==> config.mk <==
export PLATFORM = sky130hd
export DESIGN_NAME = rf_write_arbiter
export DESIGN_NICKNAME = d
export VERILOG_FILES = /design/src/rtl/rf_write_arbiter.sv
export SDC_FILE = /design/constraint.sdc
export NUM_CORES = 1
export LEC_CHECK = 0
export CAP_MARGIN = 15
export CORE_ASPECT_RATIO = 0.7
export CORE_MARGIN = 2
export CORE_UTILIZATION = 31
export CTS_BUF_LIST = sky130_fd_sc_hd__clkbuf_4 sky130_fd_sc_hd__clkbuf_8 sky130_fd_sc_hd__clkbuf_16
export CTS_CLUSTER_DIAMETER = 50
export CTS_CLUSTER_SIZE = 20
export DETAILED_ROUTE_END_ITERATION = 7
export PLACE_DENSITY = 0.78
export SLEW_MARGIN = 20
export SYNTH_ARGS = -nofsm -noshare
export SYNTH_HDL_FRONTEND = slang
export SYNTH_SLANG_ARGS = --single-unit
==> constraint.sdc <==
create_clock -name clk -period 2.88 [get_ports clk]
set_input_delay 0.432 -clock clk [delete_from_list [all_inputs] [get_ports clk]]
set_output_delay 0.432 -clock clk [all_outputs]
set_load 0.005 [all_outputs]
==> src/rtl/rf_write_arbiter.sv <==
// Round-robin arbiter sharing the register file's single write port among NREQ requesters.
// Optional requester locking is compiled in with `define RF_ARB_LOCK_EN.
module rf_write_arbiter #(
    parameter int NREQ = 4,
    parameter int DW   = 8,
    parameter int AW   = 3
) (
    input  logic               clk,
    input  logic               rst,
    input  logic               hold,
    input  logic [NREQ-1:0]    req,
    input  logic [NREQ*AW-1:0] addr_i,
    input  logic [NREQ*DW-1:0] data_i,
    output logic [NREQ-1:0]    gnt,
    output logic               rf_we,
    output logic [AW-1:0]      rf_a3,
    output logic [DW-1:0]      rf_wd3,
    output logic               busy
`ifdef RF_ARB_LOCK_EN
    ,
    input  logic [NREQ-1:0]    lock_i
`endif
);

    localparam int PW = (NREQ > 1) ? $clog2(NREQ) : 1;

    typedef enum logic {
        IDLE,
        LOCKED
    } state_t;

    state_t        state_q, state_d;
    logic [PW-1:0] rr_ptr_q, rr_ptr_d;
    logic          rf_we_q, rf_we_d;
    logic [AW-1:0] rf_a3_q, rf_a3_d;
    logic [DW-1:0] rf_wd3_q, rf_wd3_d;
`ifdef RF_ARB_LOCK_EN
    logic [PW-1:0] owner_q, owner_d;
`endif

    logic          hi_vld, lo_vld;
    logic [PW-1:0] hi_idx, lo_idx;
    logic          win_vld;
    logic [PW-1:0] win;
    logic [AW-1:0] win_addr;
    logic [DW-1:0] win_data;

    // Lowest set request at or above the pointer, else lowest set request overall.
    always_comb begin
        hi_vld = 1'b0;
        lo_vld = 1'b0;
        hi_idx = '0;
        lo_idx = '0;
        for (int i = NREQ - 1; i >= 0; i--) begin
            if (req[i]) begin
                lo_vld = 1'b1;
                lo_idx = PW'(i);
                if (i >= int'(rr_ptr_q)) begin
                    hi_vld = 1'b1;
                    hi_idx = PW'(i);
                end
            end
        end
    end

    always_comb begin
        win_vld = 1'b0;
        win     = '0;
        gnt     = '0;
        if (rst && !hold) begin
            if (state_q == IDLE) begin
                win_vld = hi_vld | lo_vld;
                win     = hi_vld ? hi_idx : lo_idx;
            end
`ifdef RF_ARB_LOCK_EN
            else if (req[owner_q]) begin
                win_vld = 1'b1;
                win     = owner_q;
            end
`endif
        end
        if (win_vld) begin
            gnt[win] = 1'b1;
        end
    end

    assign busy = rst & (|req) & ~(|gnt);

    always_comb begin
        win_addr = '0;
        win_data = '0;
        for (int i = 0; i < NREQ; i++) begin
            if (win == PW'(i)) begin
                win_addr = addr_i[i*AW +: AW];
                win_data = data_i[i*DW +: DW];
            end
        end
    end

    always_comb begin
        state_d  = state_q;
        rr_ptr_d = rr_ptr_q;
        rf_we_d  = 1'b0;
        rf_a3_d  = rf_a3_q;
        rf_wd3_d = rf_wd3_q;
`ifdef RF_ARB_LOCK_EN
        owner_d  = owner_q;
`endif
        if (win_vld) begin
            // Register 0 is hardwired to zero: the transfer completes but never reaches the file.
            if (win_addr != '0) begin
                rf_we_d  = 1'b1;
                rf_a3_d  = win_addr;
                rf_wd3_d = win_data;
            end
`ifdef RF_ARB_LOCK_EN
            if (lock_i[win]) begin
                state_d = LOCKED;
                owner_d = win;
            end else begin
                state_d  = IDLE;
                rr_ptr_d = (win == PW'(NREQ - 1)) ? '0 : win + 1'b1;
            end
`else
            rr_ptr_d = (win == PW'(NREQ - 1)) ? '0 : win + 1'b1;
`endif
        end
    end

    always_ff @(posedge clk or negedge rst) begin
        if (!rst) begin
            state_q  <= IDLE;
            rr_ptr_q <= '0;
            rf_we_q  <= 1'b0;
            rf_a3_q  <= '0;
            rf_wd3_q <= '0;
`ifdef RF_ARB_LOCK_EN
            owner_q  <= '0;
`endif
        end else begin
            state_q  <= state_d;
            rr_ptr_q <= rr_ptr_d;
            rf_we_q  <= rf_we_d;
            rf_a3_q  <= rf_a3_d;
            rf_wd3_q <= rf_wd3_d;
`ifdef RF_ARB_LOCK_EN
            owner_q  <= owner_d;
`endif
        end
    end

    assign rf_we  = rf_we_q;
    assign rf_a3  = rf_a3_q;
    assign rf_wd3 = rf_wd3_q;

endmodule

# Yosys cells after proc, flatten, opt, wreduce, memory -nomap -nowiden

Index checks and enable logic that the tools add are counted.

Register bits after elaboration: 14
Bits of input ports: 51
Output and inout port bits: 17
Logic and storage cells: 62

Add/sub/neg operators: 1
Magnitude comparators: 5
Equal/unequal tests: 3
Multiplexer cells: 37
Bitwise logic cells: 4
Reduce and logical (&&, ||, !) cells: 8

Operators by type and width:

| cell                                                                                | number |
|---|---|
| 8-bit two-way mux                                                                   | 4 |
| 2-bit two-way mux                                                                   | 13 |
| 1-bit two-way mux                                                                   | 14 |
| 3-bit two-way mux                                                                   | 4 |
| 4-bit OR reduction                                                                  | 2 |
| 2-bit == test, second input constant                                                | 2 |
| 1-bit by 2-bit greater-or-equal comparator with 1-bit output, first input constant  | 2 |
| 4-bit two-way mux                                                                   | 1 |
| 2-bit by 3-bit < comparator with 1-bit output, second input constant                | 1 |
| 3-bit nonzero test                                                                  | 1 |
| 2-bit by 1-bit adder with 2-bit output, second input constant                       | 1 |
| 1-bit AND                                                                           | 2 |
| 1-bit demux with 2-bit select                                                       | 1 |
| 2-bit by 1-bit == test with 1-bit output, second input constant                     | 1 |
| 2-bit by 1-bit greater-or-equal comparator with 1-bit output, second input constant | 1 |
| 2-bit greater-or-equal comparator, first input constant                             | 1 |
| 1-bit logical AND                                                                   | 2 |
| 2-bit logical NOT                                                                   | 1 |
| 2-bit AND reduction                                                                 | 1 |
| 1-bit logical NOT                                                                   | 1 |
| 1-bit NOT                                                                           | 1 |
| 1-bit OR                                                                            | 1 |

# Logic depth before layout (Yosys ltp)

Depth in word-level cells: 17
Mapped depth: 12
Gate-level depth less buffers: 11

# Worst setup path before layout

Ideal clock, no wire load.

Kind: input port to flip-flop
Start point: input port req[0]
End point: register rf_wd3_q[0] (netlist: rf_wd3[0])
Setup time: 0.125 ns
Arrival: 2.767 ns
Data required time: 2.755 ns
Setup slack: -0.011 ns
Stages: 11
Path buffers: 1
Cell sequence: and2_1 -> o21ai_0 -> a21oi_1 -> or3_1 -> ha_1 -> nor2b_1 -> buf_2 -> a221oi_1 -> o22ai_1 -> o21ai_4 -> mux2_2

Cells in the longest elaborated chain, start to end: 10
Elaborated cells on any way between the ends: 22
Classes of those cells: eq/ne: 3; mux: 15; bitwise: 1; reduce/logical: 3

RTL lines:

| what                                                          | RTL line | source |
|---|---|---|
| from (decl)                                                   | 11       | `input logic [NREQ-1:0] req,` |
| 2-bit two-way mux / 1-bit two-way mux (equally long branches) | 55       | `if (req[i]) begin` |
| 2-bit two-way mux                                             | 73       | `win = hi_vld ? hi_idx : lo_idx;` |
| 2-bit two-way mux                                             | 70       | `if (rst && !hold) begin` |
| 2-bit logical NOT                                             | 93       | `if (win == PW'(i)) begin` |
| 3-bit two-way mux (4 in series)                               | 93       |  |
| 3-bit nonzero test                                            | 111      | `if (win_addr != '0) begin` |
| 2-bit AND reduction (no line)                                 | --       |  |
| to (signal assigned)                                          | 145      | `rf_wd3_q <= rf_wd3_d;` |
| to (decl)                                                     | 36       | `logic [DW-1:0] rf_wd3_q, rf_wd3_d;` |

Parallel ways exist; a longest one is shown, timed or not.
A chain may end at the register's enable or synchronous reset.

# Worst setup path in the final report

Start point: register rr_ptr_q[1]
End point: output port busy

Cells in the longest elaborated chain, start to end: 17
Elaborated cells on any way between the ends: 28
Classes of those cells: order compare: 5; mux: 18; bitwise: 3; reduce/logical: 2

RTL lines:

| what                                                                                                                                                       | RTL line | source |
|---|---|---|
| from (decl)                                                                                                                                                | 33       | `logic [PW-1:0] rr_ptr_q, rr_ptr_d;` |
| from (signal assigned)                                                                                                                                     | 142      | `rr_ptr_q <= rr_ptr_d;` |
| 2-bit greater-or-equal comparator                                                                                                                          | 58       | `if (i >= int'(rr_ptr_q)) begin` |
| 2-bit two-way mux / 1-bit two-way mux (equally long branches)                                                                                              | 58       |  |
| 2-bit two-way mux / 1-bit two-way mux (equally long branches)                                                                                              | 55       |  |
| 2-bit two-way mux / 1-bit two-way mux (equally long branches)                                                                                              | 58       |  |
| 2-bit two-way mux / 1-bit two-way mux (equally long branches)                                                                                              | 55       |  |
| 2-bit two-way mux / 1-bit two-way mux (equally long branches)                                                                                              | 58       |  |
| 2-bit two-way mux / 1-bit two-way mux (equally long branches)                                                                                              | 55       |  |
| 2-bit two-way mux                                                                                                                                          | 73       |  |
| 2-bit two-way mux                                                                                                                                          | 70       |  |
| 2-bit by 3-bit < comparator with 1-bit output (not written as such) / 2-bit by 1-bit greater-or-equal comparator with 1-bit output (equally long branches) | 83       | `gnt[win] = 1'b1;` |
| 1-bit logical AND (not written as such)                                                                                                                    | 83       |  |
| 1-bit two-way mux (not written as such)                                                                                                                    | 83       |  |
| 1-bit demux with 2-bit select                                                                                                                              | 83       |  |
| 4-bit two-way mux *                                                                                                                                        | 82       | `if (win_vld) begin` |
| 4-bit OR reduction *                                                                                                                                       | 87       | `assign busy = rst & (\|req) & ~(\|gnt);` |
| 1-bit NOT *                                                                                                                                                | 87       |  |
| 1-bit AND *                                                                                                                                                | 87       |  |
| to (decl)                                                                                                                                                  | 18       | `output logic busy` |

Mark *: on every way between the ends. The rest lies on a longest branch, timed or not.

==> run metrics <==
Internal Dissipation roughly 0.75 mW; Worst-Margin Slew about 0.48 ns; wire length per cell ~21 um; Register Area approximately 350 um^2; hold buffer count at cts 0; Antenna Violating Nets Remaining 0; Bufs on Longest Clock Path 2; failing checks negative setup slack; min Tclk post-route 2.96 ns; H-tree levels 1; port bufs 67; Crit path required time 2.45 ns; commonest non-fill, non-tap cells in the layout clkdlybuf4s50_1, buf_4, dfrtp_1; Area contributors post-synth dfrtp_1, mux2_2, a221oi_1; root buf cell clkbuf_8; largest net degree at the start of global routing 16; final setup skew approximately 0.0024 ns; unrepaired setup endpoints after global routing yes; fmax 338 MHz; layout cell share with drive strength beyond 1 39.9%; Fillers 177; Mapped Area 971 um^2; Synth Register Bits 14; total wire length 5210 um; status finished, violations left; Tcrit/Tclk final 103%; Inserted Diodes 0; die area 3600 um^2; initial DRC count 104; Die Ht 50.8 um; # Max-Cap Violations 0; Post-DP HPWL between 3000 and 4000 um; Rel. slew slack between 60% and 70%; DRC errors left 0; startpoint types flip-flop; GPL Wtd Cong 0.936; vias in the first global route approximately 1400; row count 16; first-pass GRT wire length 7440 um; Final setup viols 10; worst-path maximum fanout 5; global route total overflow 0; Syn Inst Count 104; final core occ 78.6%; P per Cell Area just under 500 nW/um^2; most common cell after layout, fill and taps aside clkdlybuf4s50_1; post-synth top area share 36.1%; register area share after synthesis a little over a third; Worst-path clk slew around 0.060 ns; total placed cells including tap cells about 220; Syn-to-layout area delta 133%; Ports a little under 70; count of cell types in the netlist 26; Psw ~0.34 mW; combinational group share of total power 53.8%; footprint of the multi-input gates 832 um^2; setup ws final -0.0818 ns; Mean Syn Cell Area 9.34 um^2; crit path DAT roughly 2.5 ns; worst reg2reg path depth 13; Non-Filler Instances 244; final hold violations 0; Slew Viols, Final 0; Lkg Pwr 1.01 nW; TritonCTS clock tree done; DR vias 1393; total power 1.10 mW; Core Region 2880 um^2; initial antenna violation count 0; Die W ~71 um; Setup Crit Path Kind flip-flop to output port; biggest area consumer among synthesized cells dfrtp_1; Setup crit end kind output port; sw frac 31.4%; Vias/cell 5.71; GRT Overall Usage 27.9%; power share of the clock group 18.0%; Yosys warnings 0; total CTS buffers 3; drt first pass iters 4; clock sink count 14; power share of the sequential group 28.2%; min-delay worst type input pin to asynchronous set/reset pin; maximum VDD drop 0.000450 V; clk_lat worst skew 0.25 ns; syn_nets between 150 and 200; final setup TNS -0.496 ns; effective utilization at floorplan around 34%; post-layout net count 264
flip-flops by register name, summed over array words and instances, names as in the netlist:
signal    count
rf_we         1
rf_wd3        8
rf_a3         3
rr_ptr_q      2
kinds of logic after synthesis:
logic type	share of synthesized area [%]
flip-flops	36.1
AND/OR/NAND/NOR	15.5
AO/OA/AOI/OAI	28.1
multiplexers	10.4
adder cells (fa/ha/maj)	5.15
buffers and inverters	4.77
area by class of cell:
| type | instances | share of cell area (%) |
|---|---|---|
| tap | 36 | 1.99 |
| multi-input combinational | 80 | 36.7 |
| timing repair buffer | 105 | 42.2 |
| clock buffer | 4 | 2.43 |
| inverter | 5 | 1.10 |
| sequential | 14 | 15.5 |
per-stage QoR:
| stage | hold slack, ns | area [um^2] | worst slack (ns) |
|---|---|---|---|
| detailed placement | 0.485 | 1830 | -0.634 |
| global route | 0.330 | 2270 | -0.109 |
| CTS | 0.301 | 2110 | -0.0197 |
| global placement | 0.492 | 1830 | -0.461 |
| floorplan | 0.136 | 983 | 0.0137 |
| finish | 0.338 | 2270 | -0.0818 |
cell usage after synthesis, drive strengths merged:
| master | number |
|---|---|
| dfrtp | 14 |
| o22ai | 11 |
| a221oi | 10 |
| nor2 | 10 |
| mux2 | 9 |
| o21ai | 6 |
| inv | 5 |
| a21oi | 4 |
| and3 | 4 |
| buf | 4 |
| ha | 4 |
| a22o | 3 |
| nand2 | 3 |
| nor2b | 3 |
| and2 | 2 |
| clkbuf | 2 |
| nand2b | 2 |
| nand3b | 1 |
| nor3 | 1 |
| o211a | 1 |
| o21a | 1 |
| o221a | 1 |
| or2 | 1 |
| or3 | 1 |
| or4 | 1 |
final timing paths:
kind                        startpoint  slack (ns)          end
max                        rr_ptr_q[1]       -0.08         busy
min                                rst        0.34  rr_ptr_q[1]
max reg2reg                rr_ptr_q[1]       -0.06    rf_wd3[3]
min reg2reg                   rf_a3[0]        0.50     rf_a3[0]
max in group asynchronous          rst        2.34  rr_ptr_q[1]
min in group clk              rf_a3[0]        0.50     rf_a3[0]
layer usage:
| metal | wire, um | part of all wire, % | track usage, % |
|---|---|---|---|
| met3 | 452 | 8.7 | 5.52 |
| met1 | 2050 | 39 | 33.3 |
| met2 | 2490 | 48 | 48.8 |
| met5 | 0 | 0 | 0 |
| met4 | 212 | 4.1 | 12.9 |
critical path, cell delays in order, from the launching register on:
cell	delay [ns]
dfrtp_2	0.47
and2_4	0.19
o21ai_2	0.14
a21oi_2	0.07
or3_4	0.43
inv_4	0.09
ha_4	0.16
buf_6	0.09
or2_4	0.14
nor3_4	0.04
o211a_1	0.21
clkdlybuf4s15_1	0.24
power by group through the flow:
stage / Sequential, mW / Clock, mW / Combinational [mW]
3_5_place_dp: 0.300 / 0 / 0.430
6_report: 0.308 / 0.198 / 0.589
2_1_floorplan: 0.300 / 0 / 0.156
5_1_grt: 0.314 / 0.218 / 0.617
4_1_cts: 0.299 / 0.196 / 0.499
3_3_place_gp: 0.297 / 0 / 0.419
repair_timing:
action	4_1_cts	5_1_grt
cloned	1	0
pin swaps	9	11
gates resized for setup	45	25
setup buffers	10	7
setup endpoints to repair	17	11
Power figures use the tool's default switching activity.
